`src/rtl/lsu.sv`:
```
// lsu: load/store unit between the core datapath and a word-wide req/ack
// data memory port. Handles byte enables, store lane replication, load lane
// selection with sign/zero extension, illegal width detection and a bounded
// wait on mem_ack.
//
// Optional feature macro: LSU_MISALIGN_EXC_EN
//   defined   -> misaligned accesses skip memory and complete with misaligned_o=1
//   undefined -> misaligned_o tied low; accesses proceed on the aligned address
module lsu #(
    parameter int unsigned TIMEOUT = 32'd255
) (
    input  logic        clk,
    input  logic        rst,
    input  logic        start_i,
    input  logic        we_i,
    input  logic [2:0]  funct3_i,
    input  logic [31:0] addr_i,
    input  logic [31:0] wdata_i,
    output logic [31:0] rdata_o,
    output logic        busy_o,
    output logic        done_o,
    output logic        err_o,
    output logic        misaligned_o,
    output logic        mem_req_o,
    output logic        mem_we_o,
    output logic [31:0] mem_addr_o,
    output logic [3:0]  mem_be_o,
    output logic [31:0] mem_wdata_o,
    input  logic [31:0] mem_rdata_i,
    input  logic        mem_ack_i
);

    typedef enum logic [1:0] {
        ST_IDLE = 2'd0,
        ST_REQ  = 2'd1,
        ST_DONE = 2'd2
    } state_t;

    localparam logic [31:0] TMO_C = 32'(TIMEOUT);

    // Width code is legal for the access direction.
    function automatic logic legal_f(input logic we, input logic [2:0] f3);
        logic ok;
        if (we) begin
            case (f3)
                3'b000, 3'b001, 3'b010: ok = 1'b1;
                default:                ok = 1'b0;
            endcase
        end else begin
            case (f3)
                3'b011, 3'b110, 3'b111: ok = 1'b0;
                default:                ok = 1'b1;
            endcase
        end
        return ok;
    endfunction

`ifdef LSU_MISALIGN_EXC_EN
    // Halfword needs addr[0]=0, word needs addr[1:0]=0; bytes never misalign.
    function automatic logic misal_f(input logic [2:0] f3, input logic [1:0] lo);
        logic m;
        case (f3[1:0])
            2'b01:   m = lo[0];
            2'b10:   m = (lo != 2'b00);
            default: m = 1'b0;
        endcase
        return m;
    endfunction
`endif

    // Byte enables for a store; loads always read the whole word.
    function automatic logic [3:0] store_be_f(input logic [2:0] f3, input logic [1:0] lo);
        logic [3:0] be;
        case (f3)
            3'b000:  be = 4'b0001 << lo;
            3'b001:  be = lo[1] ? 4'b1100 : 4'b0011;
            default: be = 4'b1111;
        endcase
        return be;
    endfunction

    // Store data replicated across every lane the width could target.
    function automatic logic [31:0] store_data_f(input logic [2:0] f3, input logic [31:0] d);
        logic [31:0] r;
        case (f3)
            3'b000:  r = {4{d[7:0]}};
            3'b001:  r = {2{d[15:0]}};
            default: r = d;
        endcase
        return r;
    endfunction

    // Select the addressed lane of the read word and extend it.
    function automatic logic [31:0] load_ext_f(input logic [2:0] f3, input logic [1:0] lo,
                                               input logic [31:0] w);
        logic [7:0]  b;
        logic [15:0] h;
        logic [31:0] r;
        case (lo)
            2'b00:   b = w[7:0];
            2'b01:   b = w[15:8];
            2'b10:   b = w[23:16];
            default: b = w[31:24];
        endcase
        h = lo[1] ? w[31:16] : w[15:0];
        case (f3)
            3'b000:  r = {{24{b[7]}}, b};
            3'b001:  r = {{16{h[15]}}, h};
            3'b100:  r = {24'd0, b};
            3'b101:  r = {16'd0, h};
            default: r = w;
        endcase
        return r;
    endfunction

    state_t      state_q, state_d;
    logic [31:0] addr_q, addr_d;
    logic        we_q, we_d;
    logic [2:0]  funct3_q, funct3_d;
    logic [31:0] cnt_q, cnt_d;
    logic [31:0] rdata_q, rdata_d;
    logic        done_q, done_d;
    logic        err_q, err_d;
    logic        mis_q, mis_d;
    logic        mem_req_q, mem_req_d;
    logic        mem_we_q, mem_we_d;
    logic [3:0]  mem_be_q, mem_be_d;
    logic [31:0] mem_wdata_q, mem_wdata_d;
    logic        misal_s;
    logic        expire_s;

`ifdef LSU_MISALIGN_EXC_EN
    assign misal_s = misal_f(funct3_i, addr_i[1:0]);
`else
    assign misal_s = 1'b0;
`endif

    // Expiry happens on the edge at which the wait count would reach TIMEOUT.
    assign expire_s = (TMO_C != 32'd0) && (cnt_q == (TMO_C - 32'd1));

    // Next-state and registered-output logic for the transaction FSM.
    always_comb begin
        state_d     = state_q;
        addr_d      = addr_q;
        we_d        = we_q;
        funct3_d    = funct3_q;
        cnt_d       = cnt_q;
        rdata_d     = rdata_q;
        done_d      = 1'b0;
        err_d       = 1'b0;
        mis_d       = 1'b0;
        mem_req_d   = mem_req_q;
        mem_we_d    = mem_we_q;
        mem_be_d    = mem_be_q;
        mem_wdata_d = mem_wdata_q;
        case (state_q)
            ST_IDLE: begin
                if (start_i) begin
                    if (!legal_f(we_i, funct3_i)) begin
                        state_d = ST_DONE;
                        done_d  = 1'b1;
                        err_d   = 1'b1;
                    end else if (misal_s) begin
                        state_d = ST_DONE;
                        done_d  = 1'b1;
                        mis_d   = 1'b1;
                    end else begin
                        state_d     = ST_REQ;
                        addr_d      = addr_i;
                        we_d        = we_i;
                        funct3_d    = funct3_i;
                        cnt_d       = 32'd0;
                        mem_req_d   = 1'b1;
                        mem_we_d    = we_i;
                        mem_be_d    = we_i ? store_be_f(funct3_i, addr_i[1:0]) : 4'b1111;
                        mem_wdata_d = store_data_f(funct3_i, wdata_i);
                    end
                end else begin
                    state_d = ST_IDLE;
                end
            end
            ST_REQ: begin
                if (mem_ack_i) begin
                    state_d   = ST_DONE;
                    done_d    = 1'b1;
                    mem_req_d = 1'b0;
                    mem_we_d  = 1'b0;
                    if (!we_q) begin
                        rdata_d = load_ext_f(funct3_q, addr_q[1:0], mem_rdata_i);
                    end else begin
                        rdata_d = rdata_q;
                    end
                end else if (expire_s) begin
                    state_d   = ST_DONE;
                    done_d    = 1'b1;
                    err_d     = 1'b1;
                    mem_req_d = 1'b0;
                    mem_we_d  = 1'b0;
                end else begin
                    cnt_d = cnt_q + 32'd1;
                end
            end
            ST_DONE: begin
                state_d = ST_IDLE;
            end
            default: begin
                state_d   = ST_IDLE;
                mem_req_d = 1'b0;
                mem_we_d  = 1'b0;
            end
        endcase
    end

    // State and output registers; reset withdraws any pending request at once.
    always_ff @(posedge clk or posedge rst) begin
        if (rst) begin
            state_q     <= ST_IDLE;
            addr_q      <= 32'd0;
            we_q        <= 1'b0;
            funct3_q    <= 3'd0;
            cnt_q       <= 32'd0;
            rdata_q     <= 32'd0;
            done_q      <= 1'b0;
            err_q       <= 1'b0;
            mis_q       <= 1'b0;
            mem_req_q   <= 1'b0;
            mem_we_q    <= 1'b0;
            mem_be_q    <= 4'b0000;
            mem_wdata_q <= 32'd0;
        end else begin
            state_q     <= state_d;
            addr_q      <= addr_d;
            we_q        <= we_d;
            funct3_q    <= funct3_d;
            cnt_q       <= cnt_d;
            rdata_q     <= rdata_d;
            done_q      <= done_d;
            err_q       <= err_d;
            mis_q       <= mis_d;
            mem_req_q   <= mem_req_d;
            mem_we_q    <= mem_we_d;
            mem_be_q    <= mem_be_d;
            mem_wdata_q <= mem_wdata_d;
        end
    end

    // Stall is combinational so the core holds in the very cycle it issues.
    assign busy_o       = ((state_q == ST_IDLE) && start_i) || (state_q == ST_REQ);
    assign rdata_o      = rdata_q;
    assign done_o       = done_q;
    assign err_o        = err_q;
    assign misaligned_o = mis_q;
    assign mem_req_o    = mem_req_q;
    assign mem_we_o     = mem_we_q;
    assign mem_addr_o   = {addr_q[31:2], 2'b00};
    assign mem_be_o     = mem_be_q;
    assign mem_wdata_o  = mem_wdata_q;

endmodule

```
`config.mk`:
```
export PLATFORM = sky130hd
export DESIGN_NAME = lsu
export DESIGN_NICKNAME = d
export VERILOG_FILES = /design/src/rtl/lsu.sv
export SDC_FILE = /design/constraint.sdc
export NUM_CORES = 1
export LEC_CHECK = 0
export ABC_AREA = 1
export ABC_CLOCK_PERIOD_IN_PS = 6600
export CAP_MARGIN = 15
export CELL_PAD_IN_SITES_DETAIL_PLACEMENT = 0
export CELL_PAD_IN_SITES_GLOBAL_PLACEMENT = 1
export CORE_ASPECT_RATIO = 0.8
export CORE_MARGIN = 2
export CORE_UTILIZATION = 35
export DETAILED_ROUTE_END_ITERATION = 7
export PLACE_DENSITY = 0.78
export REMOVE_ABC_BUFFERS = 1
export SLEW_MARGIN = 10
export SYNTH_ARGS = -nofsm -noshare
export SYNTH_HDL_FRONTEND = slang
export SYNTH_SLANG_ARGS = --single-unit
```
`constraint.sdc`:
```
create_clock -name clk -period 6.6 [get_ports clk]
set_input_delay 1.32 -clock clk [delete_from_list [all_inputs] [get_ports clk]]
set_output_delay 1.32 -clock clk [all_outputs]
set_load 0.1 [all_outputs]
```
=== After elaboration in Yosys (flattened, before gate mapping) ===
Cells that the tools add are included.

* Add/sub/neg operators: 1
* Eq/ne operators: 18
* Shift-type cells: 1
* Muxes and demuxes: 37
* Bitwise operators: 2
* Reductions and logical operators: 13

{| class="wikitable"
|+ Operator list
! cell !! number
|-
| $mux 32 || 4
|-
| $pmux 32 s2 || 2
|-
| $pmux 32 s4 || 1
|-
| $add 32x1->32 const B || 1
|-
| $eq 32x8->1 const B || 1
|-
| $pmux 8 s3 || 1
|-
| $mux 1 || 16
|-
| $mux 16 || 1
|-
| $eq 3x3->1 const B || 4
|-
| $mux 2 || 4
|-
| $mux 4 || 2
|-
| $ne 2x2->1 const B || 4
|-
| $pmux 4 s2 || 1
|-
| $eq 3x1->1 const B || 2
|-
| $eq 3x2->1 const B || 2
|-
| $logic_not 3->1 || 2
|-
| $pmux 1 s3 || 2
|-
| $reduce_and 3->1 || 2
|-
| $reduce_or 3->1 || 2
|-
| $reduce_and 5->1 || 1
|-
| $eq 2x1->1 const B || 2
|-
| $eq 2x2->1 const B || 2
|-
| $logic_not 2->1 || 2
|-
| $pmux 1 s2 || 2
|-
| 8 further kinds || 9
|}

* Bits in registers: 142
* Bits of input ports: 104
* Output and inout bits: 106

=== Logic depth before layout (Yosys ltp) ===
* Word-level depth: 9
* Gate-level depth with buffers: 12
* Depth with buffers taken out: 11

=== Worst setup path before layout ===
Ideal clock, no wire load.

* Path type: input-to-output
* Start point: input start_i
* End point: output busy_o
* Arrival: 2.030 ns
* Path slack: 3.250 ns
* Cell stages on the path: 2
* Cell sequence: nand2_1 -> nand2_1

* Word-level cells in the longest chain between the ends: 2

{| class="wikitable"
|+ RTL lines
! item !! line !! text
|-
| from (decl) || 14 || <nowiki>input logic start_i,</nowiki>
|-
| $logic_and 1x1->1 || 248 || <nowiki>assign busy_o = ((state_q == ST_IDLE) && start_i) || (state_q == ST_REQ);</nowiki>
|-
| $logic_or 1x1->1 || 248 ||
|-
| to (decl) || 20 || <nowiki>output logic busy_o,</nowiki>
|}

No other way between the ends.

=== Final worst setup path ===
Same ends and word-level chain as after synthesis.

==> reports/results.ini <==
[critical_path]
worstPathArrival_ns=3.14
reg2reg_depth=7
crit_path_end_kind=output port
worst_setup_path_start_kind=input pin
path_class=in2out
crit_fanout=3
crit_required_ns=5.28

[routing]
routed_wl_mm=22.5
drc=0
drt_pass1_iterations=5
vias=7030
drt_iter0_markers=378
via_per_inst=4.63
wl_per_cell_um=14.8
ant_nets=0

[hold_path]
hold_depth=2
min_path_type=reg2reg

[timing]
finalCritPeriodShare=0.676
max_freq_mhz=224
slew-limit-headroom=0.279
rsz0062_at_grt=no
hold_viol_final=0
setup_violations=0
tns_ns=0
final_max_slew_viol_count=0
tightest_slew_ns=1.08
skew_ns=0.0145
period_needed_ns=4.46
setup_ws_ns=2.14

[floorplan]
die_h_um=137
core_area_sq_um=21700
pin_count=210
start_util=0.358
die_w_um=170
placementRows=48
die_area_sq_um=23400

[layout]
nNetsFinal=1311
area_delta_synth_final_pct=32.4
n_antenna_cell=0
final.fill_count=2170
drive_gt1_frac=0.0493

[cts]
ctsHoldBuffers=0
ctsResizeCount=0
cts_buffers=17
cts_max_path_buffers=2
insertion_delay_ns=0.43
cts_tree=yes
clock-sinks=142
cts_root_buffer=clkbuf_16
clkTransAtPathRegs_ns=0.07
cts_max_level=4
postCtsSetupRepairBufs=0

[placement]
preCtsSetupSlack_ns=2.01
portBuffers=206
dpl.hpwl_mm=15.6
gp_congestion=0.851

[global_route]
grt_pass1_wl_mm=36.3
antenna_found_initial=0
grt_use_total=0.200
grt_max_degree=99
grt_pass1_vias=6777
grt-ovfl-total=0

[run_status]
status=completed

[synth]
async_flop_share=1.00
post-synth-top-area-cell=dfrtp_1
yosysMostFrequentCell=nand2_1
yosys_warnings=0
synth-seq-area-share=0.458
syn_area_sq_um=7750
synth_ff_type=dfrtp_1
ys_top_cells_by_area=dfrtp_1 46%, nand2_1 19%, nor2_1 5.2%, nand3_1 4.2%, o21ai_0 4.0%
avgSynthCellArea_sq_um=7.35
synth_top_cell_area_share=0.458
synthesis.instances=1055
synth-seq-cells=142
ys_types=33
synth_commonest_cells=387 x nand2_1, 142 x dfrtp_1, 108 x nor2_1, 74 x inv_1, 65 x nand3_1
synth_edf_count=0

[job]
max_cap_viol_count=0

stage by stage:
step	instance area (sq um)	utilization	hold slack, ns	cells
final	10300	0.473	0.475	1518
after global routing	10300	0.473	0.500	1518
after CTS	10300	0.473	0.479	1518
after detailed placement	9690	0.447	0.462	1486
after global placement	9690	0.447	0.460	1486
after floorplan	7210	-	0.476	975
state kept, by name (all words and copies together) (netlist names), 2 cells and up:
register     cells
addr_q          32
cnt_q           32
funct3_q         3
mem_be_o         4
mem_wdata_o     32
rdata_o         32
state_q          2
cells by family after synthesis:
logic type,Yosys count,share of synthesized area
AND/OR/NAND/NOR,585,0.307
XOR/XNOR,14,0.0158
buffers and inverters,160,0.109
adder cells (fa/ha/maj),2,0.00323
other,1,0.000484
AO/OA/AOI/OAI,151,0.106
flip-flops,142,0.458
layer usage:
layer  GRT usage  up-vias  share of wire
met2       0.285      201           0.41
met5           0        -              0
met4      0.0370        0         0.0063
met3      0.0792        9          0.092
li1            -     3600              -
met1       0.286     3220           0.49
area by class of cell:
class	count	area (sq um)	area share
timing repair buffer	211	2100	0.205
inverter	78	300	0.0293
clock buffer	19	443	0.0432
clock inverter	13	124	0.0121
tap	300	375	0.0366
multi-input combinational	755	3370	0.328
sequential	142	3550	0.346
layout by cell type (no fill, tap or decap), drive strengths merged, types with 16 or more instances in the layout:
master / instances
o21ai: 72
dfrtp: 142
o22ai: 16
nor2: 115
clkbuf: 19
inv: 85
nand2: 395
a21oi: 44
nand3: 65
clkdlybuf4s50: 206
final timing paths:
path                       startpoint             end  slack [ns]
setup / recovery              start_i          busy_o        2.14
hold / removal              mem_req_o       mem_req_o        0.47
setup reg to reg           state_q[1]        cnt_q[8]        4.16
hold reg to reg             mem_req_o       mem_req_o        0.47
max in group asynchronous         rst  mem_wdata_o[3]        3.95
min in group asynchronous         rst      rdata_o[5]        1.49
worst max-delay path, cell delays in order:
cell and delay [ns]:
clkdlybuf4s50_1 0.48, nand2_1 0.08, nand2_1 0.06, clkdlybuf4s50_1 1.18
Power is not shown: default switching activity piles up to over one toggle a cycle in this logic, so the estimate is an artifact.
